<file path="src/rtl/reg_access_arbiter.sv">
// reg_access_arbiter: round-robin arbiter giving two requesters single-transaction access to a register file,
// with writes from requester A blocked at and above RO_BASE.
module reg_access_arbiter #(
    parameter logic [7:0] RO_BASE = 8'h50
) (
    input  logic       clk,
    input  logic       rst,
    input  logic       a_req,
    input  logic       a_we,
    input  logic [7:0] a_index,
    input  logic [7:0] a_wdata,
    output logic       a_ack,
    output logic       a_err,
    output logic [7:0] a_rdata,
    input  logic       b_req,
    input  logic       b_we,
    input  logic [7:0] b_index,
    input  logic [7:0] b_wdata,
    output logic       b_ack,
    output logic [7:0] b_rdata,
    output logic       ram_write,
    output logic       ram_read,
    output logic [7:0] ram_index,
    output logic [7:0] ram_wdata,
    input  logic [7:0] ram_rdata,
    output logic       owner
);
    typedef enum logic [1:0] {IDLE, ISSUE, RDWAIT, ACK} state_t;
    state_t     state_q, state_d;
    logic       we_q, owner_q, prio_b_q, err_q;
    logic [7:0] index_q, wdata_q, a_rdata_q, b_rdata_q;
    logic       grant, win, prot;
    // win is 1 when B takes the grant; prio_b_q says who wins a tie
    always_comb begin
        grant     = a_req | b_req;
        win       = (a_req & b_req) ? prio_b_q : b_req;
        prot      = we_q & ~owner_q & (index_q >= RO_BASE);
        state_d   = (state_q == IDLE)  ? (grant ? ISSUE : IDLE) :
                    (state_q == ISSUE) ? (we_q ? ACK : RDWAIT) :
                    (state_q == RDWAIT) ? ACK : IDLE;
        ram_write = (state_q == ISSUE) & we_q & ~prot;
        ram_read  = (state_q == ISSUE) & ~we_q;
        a_ack     = (state_q == ACK) & ~owner_q;
        b_ack     = (state_q == ACK) & owner_q;
        a_err     = a_ack & err_q;
    end
    always_ff @(posedge clk) begin
        if (rst) begin
            state_q   <= IDLE;
            we_q      <= 1'b0;
            owner_q   <= 1'b0;
            prio_b_q  <= 1'b0;
            err_q     <= 1'b0;
            index_q   <= 8'h00;
            wdata_q   <= 8'h00;
            a_rdata_q <= 8'h00;
            b_rdata_q <= 8'h00;
        end else begin
            state_q <= state_d;
            if (state_q == IDLE && grant) begin
                we_q     <= win ? b_we : a_we;
                index_q  <= win ? b_index : a_index;
                wdata_q  <= win ? b_wdata : a_wdata;
                owner_q  <= win;
                prio_b_q <= ~win;
            end
            if (state_q == ISSUE) err_q <= prot;
            if (state_q == ACK) err_q <= 1'b0;
            if (state_q == RDWAIT && !owner_q) a_rdata_q <= ram_rdata;
            if (state_q == RDWAIT && owner_q) b_rdata_q <= ram_rdata;
        end
    end
    assign ram_index = index_q;
    assign ram_wdata = wdata_q;
    assign a_rdata   = a_rdata_q;
    assign b_rdata   = b_rdata_q;
    assign owner     = owner_q;
endmodule
</file>
<file path="config.mk">
export PLATFORM = sky130hd
export DESIGN_NAME = reg_access_arbiter
export DESIGN_NICKNAME = d
export VERILOG_FILES = /design/src/rtl/reg_access_arbiter.sv
export SDC_FILE = /design/constraint.sdc
export NUM_CORES = 1
export LEC_CHECK = 0
export ABC_CLOCK_PERIOD_IN_PS = 1600
export CAP_MARGIN = 20
export CORE_AREA = 2 2 52 91
export DETAILED_ROUTE_END_ITERATION = 6
export DIE_AREA = 0 0 54 93
export GPL_TIMING_DRIVEN = 1
export PLACE_DENSITY = 0.88
export SLEW_MARGIN = 10
export SYNTH_ARGS = -nofsm -noshare
export SYNTH_HDL_FRONTEND = slang
export SYNTH_SLANG_ARGS = --single-unit
</file>
<file path="constraint.sdc">
create_clock -name clk -period 1.6 [get_ports clk]
set_input_delay 0.32 -clock clk [delete_from_list [all_inputs] [get_ports clk]]
set_output_delay 0.32 -clock clk [all_outputs]
set_load 0.005 [all_outputs]
</file>
==> flow_metrics.env <==
export IMPL_clk_pin_slew_ns=0.08
export IMPL_crit_arrival_ns=1.24
export IMPL_post_route_min_period_ns=1.555
export IMPL_via_per_inst=5.099
export IMPL_final_cell_area_mm2=0.002718
export IMPL_clk_latency_ns=0.29
export IMPL_nets=311
export IMPL_synth_edf_count=0
export IMPL_path_delay_family="flip-flops"
export IMPL_fin_crit_sh=0.9721
export IMPL_numCtsBuffers=5
export IMPL_crit_type="flip-flop to output port"
export IMPL_slowest_stage="dfxtp_4"
export IMPL_grt_pass1_vias=1522
export IMPL_status="finished clean"
export IMPL_skew_ns=0.009978
export IMPL_gp_congestion=0.7060
export IMPL_synthTopCellsByCount="dfxtp_1 (38), nand2_1 (27), a21oi_1 (19)"
export IMPL_cts_tree="yes"
export IMPL_grt_overflow_total=0
export IMPL_p_leak_nw=1.012
export IMPL_dieArea_mm2=0.005022
export IMPL_required_ns=1.28
export IMPL_start_util=0.3785
export IMPL_syn_inst=170
export IMPL_cp_end_kind="output port"
export IMPL_dp_cells=303
export IMPL_vias=1596
export IMPL_ff2ff_path_depth=6
export IMPL_layout_drive_gt1_share=0.1870
export IMPL_crit_path_start_kind="flip-flop"
export IMPL_cts_sinks=38
export IMPL_antenna_found_initial=0
export IMPL_synth_nets=220
export IMPL_ctsLongestPathBuffers=2
export IMPL_stdcell_count=313
export IMPL_track_usage=0.1818
export IMPL_setup_viol=0
export IMPL_syn_area_mm2=0.001637
export IMPL_cp_max_fo=3
export IMPL_avgSynthCellArea_um2=9.627
export IMPL_cts_root_buf="clkbuf_8"
export IMPL_cp_cell_sequence="ha_2 > buf_4 > and2_1 > buf_2"
export IMPL_detail_route_antenna_nets=0
export IMPL_cap_viol_max_count=0
export IMPL_startpoint="state_q[1]$_SDFF_PP0_"
export IMPL_hold_viol=0
export IMPL_wl_mm=4.319
export IMPL_fin_tns_setup_ns=0
export IMPL_rsz0062_at_grt="true"
export IMPL_numPortBuffers=83
export IMPL_num_io_pins=84
export IMPL_yosysTopAreaCell="dfxtp_1"
export IMPL_synthArstFlopShare=0
export IMPL_worst_slew_pin_slew_ns=0.4889
export IMPL_cellPowerDensity_mw_per_mm2=917.0
export IMPL_dr_pass1_iters=4
export IMPL_rows=32
export IMPL_num_antenna_cells=0
export IMPL_worst_path_buf_inv=2
export IMPL_core_area_mm2=0.004324
export IMPL_hold_path_class="flip-flop to flip-flop"
export IMPL_slew_limit_headroom=0.6734
export IMPL_cts_hold_buf=0
export IMPL_rr_startpoint="state_q[1]$_SDFF_PP0_"
export IMPL_crit_cells=4
export IMPL_placed_area_mm2=0.002542
export IMPL_fill_cells=346
export IMPL_drc=0
export IMPL_yosys_most_used_dff="dfxtp_1"
export IMPL_area_growth_syn_to_layout_pct=66.06
export IMPL_max_vdd_ir_drop_mv=0.7838
export IMPL_synthMostInstantiatedCell="dfxtp_1"
export IMPL_final_max_slew_viol_count=0
export IMPL_ctsHtreeMaxLevel=2
export IMPL_die_h_um=93
export IMPL_die_w_um=54
export IMPL_holdWs_ns=0.4573
export IMPL_synth_area_leaders="dfxtp_1 (46%), nor3b_1 (7.8%), nand2_1 (6.2%)"
export IMPL_cpPeakStageDelay_ns=0.36
export IMPL_r2r_end="ram_wdata[7]$_SDFFE_PP0P_"
export IMPL_synth_seq_area_share=0.4648
export IMPL_ys_warnings_count=0
export IMPL_grt_max_degree=23
export IMPL_ys_types=31
export IMPL_ys_seq_elements=38
export IMPL_dp_hpwl_mm=3.291
export IMPL_avgRoutedWirePerCell_um=13.80
export IMPL_drt_iter0_markers=20
export IMPL_endpoint="b_ack"
export IMPL_reg2reg_setup_slack_ns=0.07
export IMPL_grt_pass1_wl_mm=6.817
export IMPL_synth_top_area_share=0.4648
export IMPL_timing_fmax_ghz=0.6430
==> sequential cells by signal, summed over array words and instances (netlist names) <==
| signal | cells |
|---|---|
| err_q | 1 |
| a_rdata | 8 |
| ram_index | 8 |
| ram_wdata | 8 |
| state_q | 2 |
| we_q | 1 |
| prio_b_q | 1 |
| owner | 1 |
| b_rdata | 8 |
==> routing by layer <==
metal,up-vias,global-route usage,wire length (µm)
met4,0,0.08750,104
li1,786,-,-
met1,737,0.1972,1599
met2,65,0.3110,2328
met3,8,0.04952,287
met5,-,0,0
==> stage by stage <==
stage | total power [mW] | worst slack [ns] | utilization
floorplan | 1.262 | 0.1683 | -
global placement | 1.527 | -0.2596 | 0.5880
detailed placement | 1.533 | -0.2770 | 0.5880
CTS | 2.515 | -0.02851 | 0.6299
global route | 2.582 | -0.002767 | 0.6285
finish | 2.492 | 0.04470 | 0.6285
==> worst min-delay path: stages, from the launching register on <==
cell and delay (ns):
dfxtp_1 0.31, nand2_1 0.05, a21oi_1 0.05
==> layout by cell type, fill, tap and decap left out, types with 2 or more instances in the layout <==
| master | instances |
|---|---|
| nor2b_2 | 2 |
| clkdlybuf4s50_1 | 77 |
| ha_2 | 2 |
| a21oi_1 | 19 |
| nor2b_1 | 2 |
| clkbuf_8 | 5 |
| a221o_1 | 10 |
| and2_1 | 2 |
| clkbuf_2 | 2 |
| nand2_1 | 27 |
| nor3b_1 | 17 |
| nand3_1 | 8 |
| buf_4 | 10 |
| bufinv_16 | 2 |
| ha_1 | 2 |
| buf_12 | 3 |
| nand2_2 | 2 |
| dfxtp_1 | 35 |
| dfxtp_4 | 2 |
| a221o_2 | 7 |
| buf_2 | 3 |
| nor2_1 | 3 |
| inv_1 | 3 |
==> worst min-delay path by stage <==
stage                            startpoint                 endpoint  slack, ns  depth (start not counted)
finish              b_rdata[6]$_SDFFE_PP0P_  b_rdata[6]$_SDFFE_PP0P_       0.46                          2
global route        a_rdata[1]$_SDFFE_PP0P_  a_rdata[1]$_SDFFE_PP0P_       0.48                          2
CTS                 b_rdata[6]$_SDFFE_PP0P_  b_rdata[6]$_SDFFE_PP0P_       0.46                          2
detailed placement  a_rdata[3]$_SDFFE_PP0P_  a_rdata[3]$_SDFFE_PP0P_       0.45                          2
global placement    b_rdata[3]$_SDFFE_PP0P_  b_rdata[3]$_SDFFE_PP0P_       0.44                          2
floorplan           a_rdata[0]$_SDFFE_PP0P_  a_rdata[0]$_SDFFE_PP0P_       0.45                          2
==> logic make-up (layout without fill, tap and decap cells) <==
kind of cell / Yosys count / count (layout) / share of synthesized area
fa+ha+maj: 4 / 4 / 0.03058
compound gates: 41 / 41 / 0.1973
mux: 1 / 1 / 0.006880
simple gates: 69 / 69 / 0.2355
flops: 38 / 38 / 0.4648
buf+inv: 17 / 109 / 0.06497
==> what timing repair did <==
item | in CTS | in global routing
gates resized for setup | 25 | 5
buffers inserted | 2 | 0
setup endpoints to repair | 23 | 11
gates cloned | 0 | 0
pin swaps | 2 | 1
==> report_power, final <==
part | total, mW | leakage, nW | switching, mW | internal, mW
clock | 0.966 | 0.0683 | 0.342 | 0.624
combinational | 0.482 | 0.632 | 0.173 | 0.309
sequential | 1.04 | 0.312 | 0.0389 | 1.00
total | 2.49 | 1.01 | 0.554 | 1.94
==> layout make-up <==
type	count	area, µm²	area share
tap	51	63.81	0.02348
inverter	4	15.01	0.005525
clock buffer	5	68.82	0.02532
sequential	38	769.5	0.2831
clock inverter	3	68.82	0.02532
multi-input combinational	115	777.0	0.2859
timing repair buffer	97	954.7	0.3513
Power figures use the tool's default switching activity.
